File: src/rtl/drum_accumulator.sv
// Saturating frame accumulator behind the approximate multiplier.
// Sums unsigned products per frame, then holds sum/count/saturation for readout.
module drum_accumulator #(
   parameter int PROD_W = 8,
   parameter int ACC_W  = 16,
   parameter int CNT_W  = 4
) (
   input  logic              clk,
   input  logic              rst,
   input  logic              clear,
   input  logic              in_valid,
   output logic              in_ready,
   input  logic [PROD_W-1:0] in_product,
   input  logic              in_last,
   output logic              out_valid,
   input  logic              out_ready,
   output logic [ACC_W-1:0]  out_sum,
   output logic [CNT_W-1:0]  out_count,
   output logic              out_sat
);

   typedef enum logic {ACCUM = 1'b0, HOLD = 1'b1} state_t;

   // Count value whose increment reaches the maximum frame length.
   localparam logic [CNT_W-1:0] CNT_PRE_MAX = {{(CNT_W-1){1'b1}}, 1'b0};

   state_t           state_q, state_d;
   logic [ACC_W-1:0] acc_q, acc_d;
   logic [CNT_W-1:0] count_q, count_d;
   logic             sat_q, sat_d;

   logic             accept;
   logic [ACC_W:0]   sum_ext;

   assign in_ready  = (state_q == ACCUM);
   assign out_valid = (state_q == HOLD);
   assign out_sum   = acc_q;
   assign out_count = count_q;
   assign out_sat   = sat_q;

   assign accept  = in_ready & in_valid;
   assign sum_ext = {1'b0, acc_q} + {{(ACC_W + 1 - PROD_W){1'b0}}, in_product};

   always_comb begin
      // NOTE: every signal gets a default first so no path leaves it unassigned (no latch).
      state_d = state_q;
      acc_d   = acc_q;
      count_d = count_q;
      sat_d   = sat_q;

      if (clear) begin
         state_d = ACCUM;
         acc_d   = '0;
         count_d = '0;
         sat_d   = 1'b0;
      end else begin
         case (state_q)
            ACCUM: begin
               if (accept) begin
                  acc_d   = sum_ext[ACC_W] ? {ACC_W{1'b1}} : sum_ext[ACC_W-1:0];
                  sat_d   = sat_q | sum_ext[ACC_W];
                  count_d = count_q + 1'b1;
                  if (in_last || (count_q == CNT_PRE_MAX)) begin
                     state_d = HOLD;
                  end
               end
            end
            HOLD: begin
               if (out_ready) begin
                  state_d = ACCUM;
                  acc_d   = '0;
                  count_d = '0;
                  sat_d   = 1'b0;
               end
            end
            default: state_d = ACCUM;
         endcase
      end
   end

   // NOTE: sequential state uses non-blocking assignments so all flops update together.
   always_ff @(posedge clk or posedge rst) begin
      if (rst) begin
         state_q <= ACCUM;
         acc_q   <= '0;
         count_q <= '0;
         sat_q   <= 1'b0;
      end else begin
         state_q <= state_d;
         acc_q   <= acc_d;
         count_q <= count_d;
         sat_q   <= sat_d;
      end
   end

endmodule
File: config.mk
export PLATFORM = sky130hd
export DESIGN_NAME = drum_accumulator
export DESIGN_NICKNAME = d
export VERILOG_FILES = /design/src/rtl/drum_accumulator.sv
export SDC_FILE = /design/constraint.sdc
export NUM_CORES = 1
export LEC_CHECK = 0
export ABC_AREA = 1
export CELL_PAD_IN_SITES_DETAIL_PLACEMENT = 1
export CELL_PAD_IN_SITES_GLOBAL_PLACEMENT = 2
export CORE_ASPECT_RATIO = 1.4
export CORE_MARGIN = 5
export CORE_UTILIZATION = 30
export CTS_CLUSTER_DIAMETER = 200
export CTS_CLUSTER_SIZE = 8
export DETAILED_ROUTE_END_ITERATION = 8
export DONT_BUFFER_PORTS = 1
export PLACE_DENSITY_LB_ADDON = 0.2
export SYNTH_ARGS = -nofsm -noshare
export SYNTH_HDL_FRONTEND = slang
export SYNTH_SLANG_ARGS = --single-unit
File: constraint.sdc
create_clock -name clk -period 1.7 [get_ports clk]
set_input_delay 0.085 -clock clk [delete_from_list [all_inputs] [get_ports clk]]
set_output_delay 0.085 -clock clk [all_outputs]
set_load 0.01 [all_outputs]
==> metrics, run 1 <==
status complete, but fails checks; failing checks setup timing; CP Capture Type flop; share of the synthesized area in the top cell type roughly a third; Max Root-Sink Buffers 2; ratio of cells with drive above 1 in the final layout roughly a quarter; DP HPWL roughly 3700 um; Clock Tree Root clkbuf_8; vias per inst 4.646; Final nets around 300; first-pass GRT wire length about 8000 um; DRC viols 0; largest net degree at the start of global routing 23; post-route ant nets 0; Synth Warn # 0; routed wl met3 ~280 um; DRT Pass-1 Iters 4; Clock Latency Late Sink 0.27 ns; Worst Setup Start Kind flop; Syn Nets 266; mapped cell area about 0.0016 mm2; Placement Cell Area between 0.0015 and 0.002 mm2; Reg area roughly 550 um2; Routed WL 4828 um; antenna violations before repair 0; multi-input logic area about 0.0011 mm2; Buffers on Ports 0; RSZ-0062 raised after global routing yes; synth top area cells dfrtp_1 (34%), nand2_1 (22%), inv_1 (8.3%); initial DRC count 20; Fin. Hold Viols 0; post-synthesis sequential area ratio around a third; Die Area 0.007025 mm2; worst hold path type in -> reg; CP Data Required Time approximately 1.9 ns; Area Growth Syn to Fin 34.49%; max-cap violations 0; Total Neg Setup Slack -0.5714 ns; Leak roughly 1.2 nW; Sink Count 22; GP Congestion roughly 0.72; crit path kind reg -> reg; mean area per synthesized cell between 6 and 7 um2; total power 1.503 mW; critical-path maximum fanout 6; share of the clock period used by the worst path 103.1%; core footprint about 0.0052 mm2; Setup Skew between 0.008 and 0.009 ns; met2 WL post-DR 2494 um; final-report setup violation count 15; die width roughly 72 um; Synth area leader dfrtp_1; VDD IR-drop max approximately 0.25 mV; post-synthesis cell type count 28; PwrDens approximately 700 mW/mm2; vias in the first global route approximately 1700; Rel. slew slack roughly three quarters; final worst slack -0.05192 ns; FF+latch count, synth 22; DRT met1 WL 1971 um; antenna cell count 0; cell area after layout roughly 0.0022 mm2; Max Fclk 570.8 MHz; Starting Density a little over 30%; DR WL/cell 14.12 um; fin. max-slew vios 0; Least-Margin Pin Slew about 0.37 ns; GRT Overall Usage about 15%; Final Core Density 41.84%; Die Y 97.19 um; top layer in use met4; WP data arrival approximately 1.9 ns; TritonCTS clock tree done; Min Clock Period, post-route approximately 1.8 ns; Fill cells 689; routed vias ~1600; CTS clk-pin slew, worst paths roughly 0.090 ns; total grt overflow 0; I/O pins 37; CTS H-tree lvls 1; Synth Instances around 240; TritonCTS buffer count 3; number of placement rows 31
## final timing paths
kind                                              from                  endpoint  slack [ns]  depth (start not counted)
worst max-delay path            out_sum[0]$_DFFE_PP0P_    out_sum[5]$_DFFE_PP0P_       -0.05                         11
worst min-delay path                           in_last       out_valid$_DFF_PP0_        0.03                          2
worst max register to register  out_sum[0]$_DFFE_PP0P_    out_sum[5]$_DFFE_PP0P_       -0.05                         11
worst min register to register     out_valid$_DFF_PP0_  out_count[1]$_DFFE_PP0P_        0.58                          1
max in group asynchronous                          rst    out_sum[9]$_DFFE_PP0P_        1.16                          3
min in group asynchronous                          rst    out_sum[6]$_DFFE_PP0P_        0.30                          3
## power breakdown
group / internal [mW] / leakage [nW] / switching, mW / total, mW
registers: 0.556 / 0.300 / 0.0423 / 0.599
logic: 0.232 / 0.850 / 0.270 / 0.502
clock network: 0.207 / 0.0288 / 0.195 / 0.402
total: 0.996 / 1.18 / 0.508 / 1.50
## through the flow
step | setup WS, ns | hold slack [ns] | instances
2_1_floorplan | -0.03790 | 0.07423 | 241
3_3_place_gp | -0.09600 | 0.05277 | 331
3_5_place_dp | -0.1724 | 0.05468 | 331
4_1_cts | -0.06143 | 0.02777 | 341
5_1_grt | -0.1957 | 0.05158 | 342
6_report | -0.05192 | 0.03313 | 342
## cells in the mapped netlist
cell type	n
a21boi_0	1
a21oi_1	9
and2_1	2
and3_1	1
buf_2	1
buf_4	2
buf_6	1
dfrtp_1	22
fa_1	1
ha_1	10
inv_1	36
inv_2	1
nand2_1	96
nand2_2	1
nand3_1	13
nand3_2	1
nand4_1	2
nor2_1	18
nor3_1	1
nor4_4	1
o21ai_0	9
o21ai_2	3
o21bai_1	1
o22ai_1	1
o41ai_1	1
or2_2	1
xnor2_1	2
xor2_1	3
## worst max-delay path: stages (launching register included)
cell and delay [ns]:
dfrtp_1 0.40, ha_2 0.19, fa_2 0.35, nand2_2 0.08, nand2_2 0.07, nand3_4 0.08
nand2_4 0.07, nand3_4 0.14, buf_6 0.14, nand2_1 0.05, nand2_1 0.06, nand2_1 0.04
## cells in the final DEF, fill, tap and decap left out, types with 2 or more instances in the layout
cell | synthesis | final
a21oi_1 | 9 | 6
a21oi_2 | 0 | 3
and2_1 | 2 | 2
buf_12 | 0 | 3
buf_4 | 2 | 29
clkbuf_8 | 0 | 4
dfrtp_1 | 22 | 22
dlygate4sd3_1 | 0 | 2
ha_1 | 10 | 4
ha_4 | 0 | 5
inv_1 | 36 | 36
nand2_1 | 96 | 89
nand2_2 | 1 | 7
nand3_1 | 13 | 9
nand3_2 | 1 | 3
nand3_4 | 0 | 2
nand4_1 | 2 | 2
nor2_1 | 18 | 16
o21ai_0 | 9 | 8
o21ai_2 | 3 | 3
xnor2_1 | 2 | 2
xor2_1 | 3 | 3
## logic make-up after synthesis
| group | synth area share [%] |
|---|---|
| adder cells (fa/ha/maj) | 8.909 |
| buffers and inverters | 10.44 |
| AND/OR/NAND/NOR | 35.18 |
| flip-flops | 33.79 |
| AO/OA/AOI/OAI | 8.987 |
| XOR/XNOR | 2.689 |
## per-layer routing
| metal | GRT usage [%] | vias up |
|---|---|---|
| met1 | 15.64 | 738 |
| li1 | - | 817 |
| met5 | 0 | - |
| met2 | 26.60 | 29 |
| met4 | 5.644 | 0 |
| met3 | 3.623 | 5 |
## sequential cells by signal (all words and copies together) (netlist names)
register	flops
out_sat	1
out_valid	1
out_count	4
out_sum	16
## repair_timing
action | 4_1_cts | 5_1_grt
hold buffers | 2 | 0
pin swaps | 6 | 0
cloned | 0 | 0
setup endpoints to repair | 17 | 17
gates resized for setup | 17 | 6
hold endpoints to repair | 23 | 0
buffers inserted | 4 | 1
## layout make-up
| class | count | area share (%) |
|---|---|---|
| Tap cell | 66 | 3.769 |
| Inverter | 37 | 6.339 |
| Sequential cell | 22 | 25.13 |
| Timing Repair Buffer | 35 | 14.11 |
| Multi-Input combinational cell | 178 | 48.14 |
| Clock buffer | 4 | 2.513 |
Note: power is estimated with default switching activity, not from simulation.
==> inputs of run 2 (changes only) <==
--- a/config.mk
+++ b/config.mk
@@ -10,7 +10,8 @@
 export CELL_PAD_IN_SITES_GLOBAL_PLACEMENT = 2
 export CORE_ASPECT_RATIO = 1.4
 export CORE_MARGIN = 5
-export CORE_UTILIZATION = 30
+export CORE_UTILIZATION = 32
+export CTS_BUF_LIST = sky130_fd_sc_hd__clkbuf_8
 export CTS_CLUSTER_DIAMETER = 200
 export CTS_CLUSTER_SIZE = 8
 export DETAILED_ROUTE_END_ITERATION = 8
@@ -19,3 +20,4 @@
 export SYNTH_ARGS = -nofsm -noshare
 export SYNTH_HDL_FRONTEND = slang
 export SYNTH_SLANG_ARGS = --single-unit
+export TNS_END_PERCENT = 30
==> run 2 against run 1 <==
  * The run still ends with setup timing left
  * Via count grew 1.8%
  * Design area decreased by 1.5%
  * Count of clock-buffer cells in the layout fell by 1
  * Non-clock buffer count grew 1
  * Wire length is 1.1% lower
  * Setup slack got worse by 0.035 ns
  * First-iteration DRC count grew 15%
  * Combinational power is 1% lower
  * Clock skew fell by 0.0015 ns
  * Flip-flop and latch count unchanged
  * Die area down 5.5%
  * Maximum frequency decreased by 2.0%
==> metrics, run 2 (same netlist as run 1, synthesis figures left out) <==
reg-to-reg startpoint out_sum[0]$_DFFE_PP0P_; Setup Skew around 0.0073 ns; ratio of cells with drive above 1 in the final layout 25.36%; CP Data Required Time 1.87 ns; CTS H-tree lvls 1; CP Capture Type flop; final worst slack -0.08727 ns; die width approximately 70 um; total power 1.431 mW; largest net degree at the start of global routing 23; Clock Tree Root clkbuf_8; Clock Latency Late Sink around 0.27 ns; Hold WS 0.04422 ns; failing checks setup timing; total grt overflow 0; Gate power share between 30% and 40%; Placement Cell Area ~0.0019 mm2; routed vias 1617; initial DRC count 23; pre-CTS worst setup slack -0.1753 ns; DRT Pass-1 Iters 3; DRC viols 0; vias per inst approximately 4.8; DR WL/cell about 14 um; Largest register FFs 16; most frequent cells in the layout nand2_1 (87), inv_1 (36), buf_4 (29); post-route ant nets 0; final-report setup violation count 15; max-cap violations 0; Final Non-Filler Cells 340; PwrDens between 600 and 700 mW/mm2; worst setup path startpoint out_sum[0]$_DFFE_PP0P_; number of placement rows 30; Sink Count 22; Max Root-Sink Buffers 2; antenna violations before repair 0; GP Congestion between 0.7 and 0.8; Routed WL 4774 um; worst setup path endpoint out_sum[15]$_DFFE_PP0P_; VDD IR-drop max 0.2434 mV; Leak 1.176 nW; fin. max-slew vios 0; GRT Overall Usage 15.55%; CTS clk-pin slew, worst paths roughly 0.09 ns; Net Switching 0.4890 mW; share of the clock period used by the worst path 105.1%; most common cell after layout, fill and taps aside nand2_1; antenna cell count 0; cell-internal power approximately 0.94 mW; Area Growth Syn to Fin 32.49%; Min Clock Period, post-route ~1.8 ns; placed cells approximately 330; Max Fclk around 560 MHz; first-pass GRT wire length 8259 um; worst reg2reg path endpoint out_sum[15]$_DFFE_PP0P_; status complete, but fails checks; Die Area 0.006638 mm2; Total Neg Setup Slack -0.8866 ns; Fin. Hold Viols 0; RSZ-0062 raised after global routing yes; Starting Density 33.38%; sequential power share about two fifths; I/O pins 37; Die Y around 94 um; critical-path maximum fanout 7; TritonCTS clock tree done; reg2reg setup slack -0.09 ns; Clk pwr share a little under a quarter; Worst Setup Start Kind flop; worst hold path type in -> reg; reg2reg path depth 11; WP data arrival 1.96 ns; Fill cells 637; Switching Share between 30% and 40%; Rel. slew slack approximately 74%; cell area after layout approximately 0.0022 mm2; crit path kind reg -> reg; core footprint roughly 0.005 mm2; Buffers on Ports 0; vias in the first global route 1850; DP HPWL 3792 um; Final Core Density between 40% and 50%; TritonCTS buffer count 3; Least-Margin Pin Slew 0.3811 ns; Final nets slightly above 300
==> run 2: cell types whose count changed in the layout (fill, tap and decap cells not counted), moves of 2 or more <==
cell,change
nand2_1,-2
ha_1,+2
nand3_2,+2
ha_4,-2
buf_6,+2
nand2_2,+2
o21ai_1,+3
o21ai_0,-3
==> run 2: area by class of cell <==
cell class                 instances  area, um2  share of cell area [%]
clock buffer                       3      41.29                   1.913
inverter                          37      138.9                   6.435
multi-input combinational        178       1036                   48.00
sequential                        22      550.5                   25.51
tap                               64      80.08                   3.710
timing repair buffer              36      311.5                   14.43
==> run 2: per-layer routing <==
layer  GRT usage [%]  vias up  share of wire [%]
li1                -      818                  -
met1           16.45      768                 39
met2           30.31       27                 55
met3           3.195        4                4.6
met4           4.792        0                1.2
met5               0        -                  0
==> run 2: power groups by stage <==
stage / sequential [mW] / clock (mW) / combinational, mW
global route: 0.603 / 0.373 / 0.571
floorplan: 0.613 / 0 / 0.270
global placement: 0.602 / 0 / 0.451
finish: 0.596 / 0.340 / 0.495
detailed placement: 0.604 / 0 / 0.457
CTS: 0.596 / 0.360 / 0.486
==> run 2: worst max-delay path, cell delays in order (launching register included) <==
cell,delay (ns)
dfrtp_1,0.40
ha_2,0.19
fa_2,0.35
nand2_2,0.08
nand2_2,0.06
nand3_2,0.08
nand2_4,0.07
nand3_4,0.15
buf_12,0.13
nand3_2,0.06
nand2_1,0.05
nand2_1,0.05
==> run 2: how the worst min path moves through the flow <==
stage,startpoint,to,slack [ns],cells past startpoint
floorplan,rst,out_count[0]$_DFFE_PP0P_,0.07,1
global placement,rst,out_sum[0]$_DFFE_PP0P_,0.05,2
detailed placement,rst,out_sum[1]$_DFFE_PP0P_,0.05,2
CTS,in_last,out_valid$_DFF_PP0_,0.03,2
global route,clear,out_sat$_DFFE_PP0P_,0.08,3
finish,in_last,out_valid$_DFF_PP0_,0.04,2
==> run 2: repair_timing <==
action                     4_1_cts  5_1_grt
hold buffers                     2        0
setup buffers                    6        1
hold endpoints to repair        23        0
pin swaps                        7        4
setup endpoints to repair       17       17
gates resized for setup         15       14
==> inputs of run 3 (changes only) <==
--- a/config.mk
+++ b/config.mk
@@ -17,6 +17,8 @@
 export DETAILED_ROUTE_END_ITERATION = 8
 export DONT_BUFFER_PORTS = 1
 export PLACE_DENSITY_LB_ADDON = 0.2
+export RECOVER_POWER = 100
+export REMOVE_ABC_BUFFERS = 1
 export SYNTH_ARGS = -nofsm -noshare
 export SYNTH_HDL_FRONTEND = slang
 export SYNTH_SLANG_ARGS = --single-unit
==> run 3 against run 2 <==
  * The run still ends with setup timing left
  * Setup slack got worse by 0.059 ns
  * Maximum frequency fell by 3.2%
  * Clock skew fell by 0.0033 ns
  * Die area did not move
  * Worst hold slack got worse by 0.025 ns
  * Largest power group unchanged
  * Highest routed layer unchanged
==> metrics, run 3 (same netlist as run 1, synthesis figures left out) <==
RSZ-0062 raised after global routing yes; CP Capture Type flop; pre-CTS worst setup slack -0.3214 ns; DRC viols 0; Starting Density approximately 33%; Least-Margin Pin Slew ~0.64 ns; GP Congestion 0.7910; die width about 70 um; Gate power share a little under a third; DR WL/cell 14.26 um; Reg area around 550 um2; share of the clock period used by the worst path 108.6%; Area Growth Syn to Fin 34.72%; top layer in use met4; Min Clock Period, post-route between 1.5 and 2 ns; final-report setup violation count 16; GRT Overall Usage approximately 16%; Net Switching ~0.52 mW; cell area after layout between 0.002 and 0.0025 mm2; routed wl met3 around 240 um; Fin. Hold Viols 0; Max Root-Sink Buffers 2; status complete, but fails checks; CTS clk-pin slew, worst paths ~0.1 ns; DP HPWL ~3700 um; critical-path maximum fanout 7; Clock Latency Late Sink between 0.2 and 0.3 ns; post-route ant nets 0; Sink Count 22; antenna violations before repair 0; DRT met1 WL a little under 2000 um; CP Data Required Time about 1.9 ns; ratio of cells with drive above 1 in the final layout a little under a quarter; largest net degree at the start of global routing 23; Max Fclk between 500 and 600 MHz; DRT Pass-1 Iters 4; Worst Setup Start Kind flop; Largest register FFs 16; Rel. slew slack between 50 and 60%; vias in the first global route roughly 1800; failing checks setup timing; total grt overflow 0; Switching Share around 32%; first-pass GRT wire length approximately 8500 um; Buffers on Ports 0; Setup Skew between 0.003 and 0.004 ns; Fill cells about 630; Final nets ~310; crit path kind reg -> reg; Final Core Density between 40% and 50%; fin. max-slew vios 0; initial DRC count 45; met2 WL post-DR around 2700 um; Leak 1.162 nW; PwrDens approximately 740 mW/mm2; most frequent cells in the layout nand2_1 (88), inv_1 (36), dfrtp_1 (22); TritonCTS clock tree done; CTS H-tree lvls 1; sequential power share a little over a third; Placement Cell Area 0.001931 mm2; routed vias ~1600; vias per inst ~4.7; cell-internal power roughly 1.1 mW; Die Y 94.42 um; TritonCTS buffer count 3; core footprint between 0.004 and 0.005 mm2; multi-input logic area between 0.001 and 0.0015 mm2; max-cap violations 0; Clock Tree Root clkbuf_8; Die Area 0.006638 mm2; I/O pins 37; worst hold path type in -> reg; VDD IR-drop max approximately 0.26 mV; antenna cell count 0; number of placement rows 30; Routed WL between 4000 and 5000 um; Clk pwr share 32.1%; most common cell after layout, fill and taps aside nand2_1; final worst slack -0.1464 ns; WP data arrival ~2 ns
run 3: cell types whose count changed in the layout (fill, tap and decap cells not counted), moves of 2 or more:
cell,previous run,this run
buf_4,29,18
clkbuf_1,0,13
clkbuf_2,0,2
ha_1,6,4
ha_4,3,5
nand2_2,9,7
o21ai_0,5,9
o21ai_1,4,0
run 3: path summary, 6_finish.rpt:
check	slack, ns	cells after the start	end	from
max in group asynchronous	0.88	3	out_sum[6]$_DFFE_PP0P_	rst
max	-0.15	11	out_sum[9]$_DFFE_PP0P_	out_sum[0]$_DFFE_PP0P_
min reg2reg	0.59	2	out_sat$_DFFE_PP0P_	out_sat$_DFFE_PP0P_
min	0.02	3	out_sat$_DFFE_PP0P_	clear
min in group asynchronous	0.41	3	out_sum[1]$_DFFE_PP0P_	rst
max reg2reg	-0.15	11	out_sum[9]$_DFFE_PP0P_	out_sum[0]$_DFFE_PP0P_
run 3: power by group through the flow:
stage                     Sequential, mW  Clock (mW)  Combinational (mW)
after floorplan                    0.612           0               0.255
after global placement             0.598           0               0.447
after detailed placement           0.599           0               0.455
after CTS                          0.593       0.542               0.501
after global routing               0.601       0.573               0.585
final                              0.593       0.521               0.507
run 3: layout make-up:
cell class                 count  area share [%]
clock inverter                 1           1.368
clock buffer                   3           1.881
sequential                    22           25.09
tap                           64           3.649
timing repair buffer          40           12.71
inverter                      37           6.328
multi-input combinational    178           48.97
run 3: through the flow:
stage	hold slack (ns)	std cells	power [mW]	setup TNS, ns
global route	0.03392	345	1.759	-3.976
CTS	0.01575	340	1.636	-1.511
global placement	0.04889	333	1.045	-3.750
floorplan	0.07423	237	0.8677	-3.001
finish	0.01929	345	1.621	-1.942
detailed placement	0.05300	333	1.054	-4.694
run 3: timing repair:
action	4_1_cts	5_1_grt
hold buffers	2	0
gates resized for setup	23	13
pin swaps	6	3
setup buffers	1	5
endpoints found under the setup margin	17	17
endpoints found under the hold margin	23	0
run 3: routing by layer:
metal / GRT usage [%] / up-vias
li1: - / 830
met1: 17.30 / 767
met2: 31.17 / 25
met3: 3.621 / 2
met4: 5.751 / 0
met5: 0 / -
run 3: worst max-delay path: stages, from the launching register on:
cell and delay (ns):
dfrtp_1 0.40, ha_2 0.19, fa_2 0.34, nand2_2 0.09
nand2_2 0.07, nand3_4 0.11, nand2_4 0.08, nand3_4 0.16
buf_4 0.14, o21ai_2 0.04, nand2_1 0.06, nand2_1 0.05
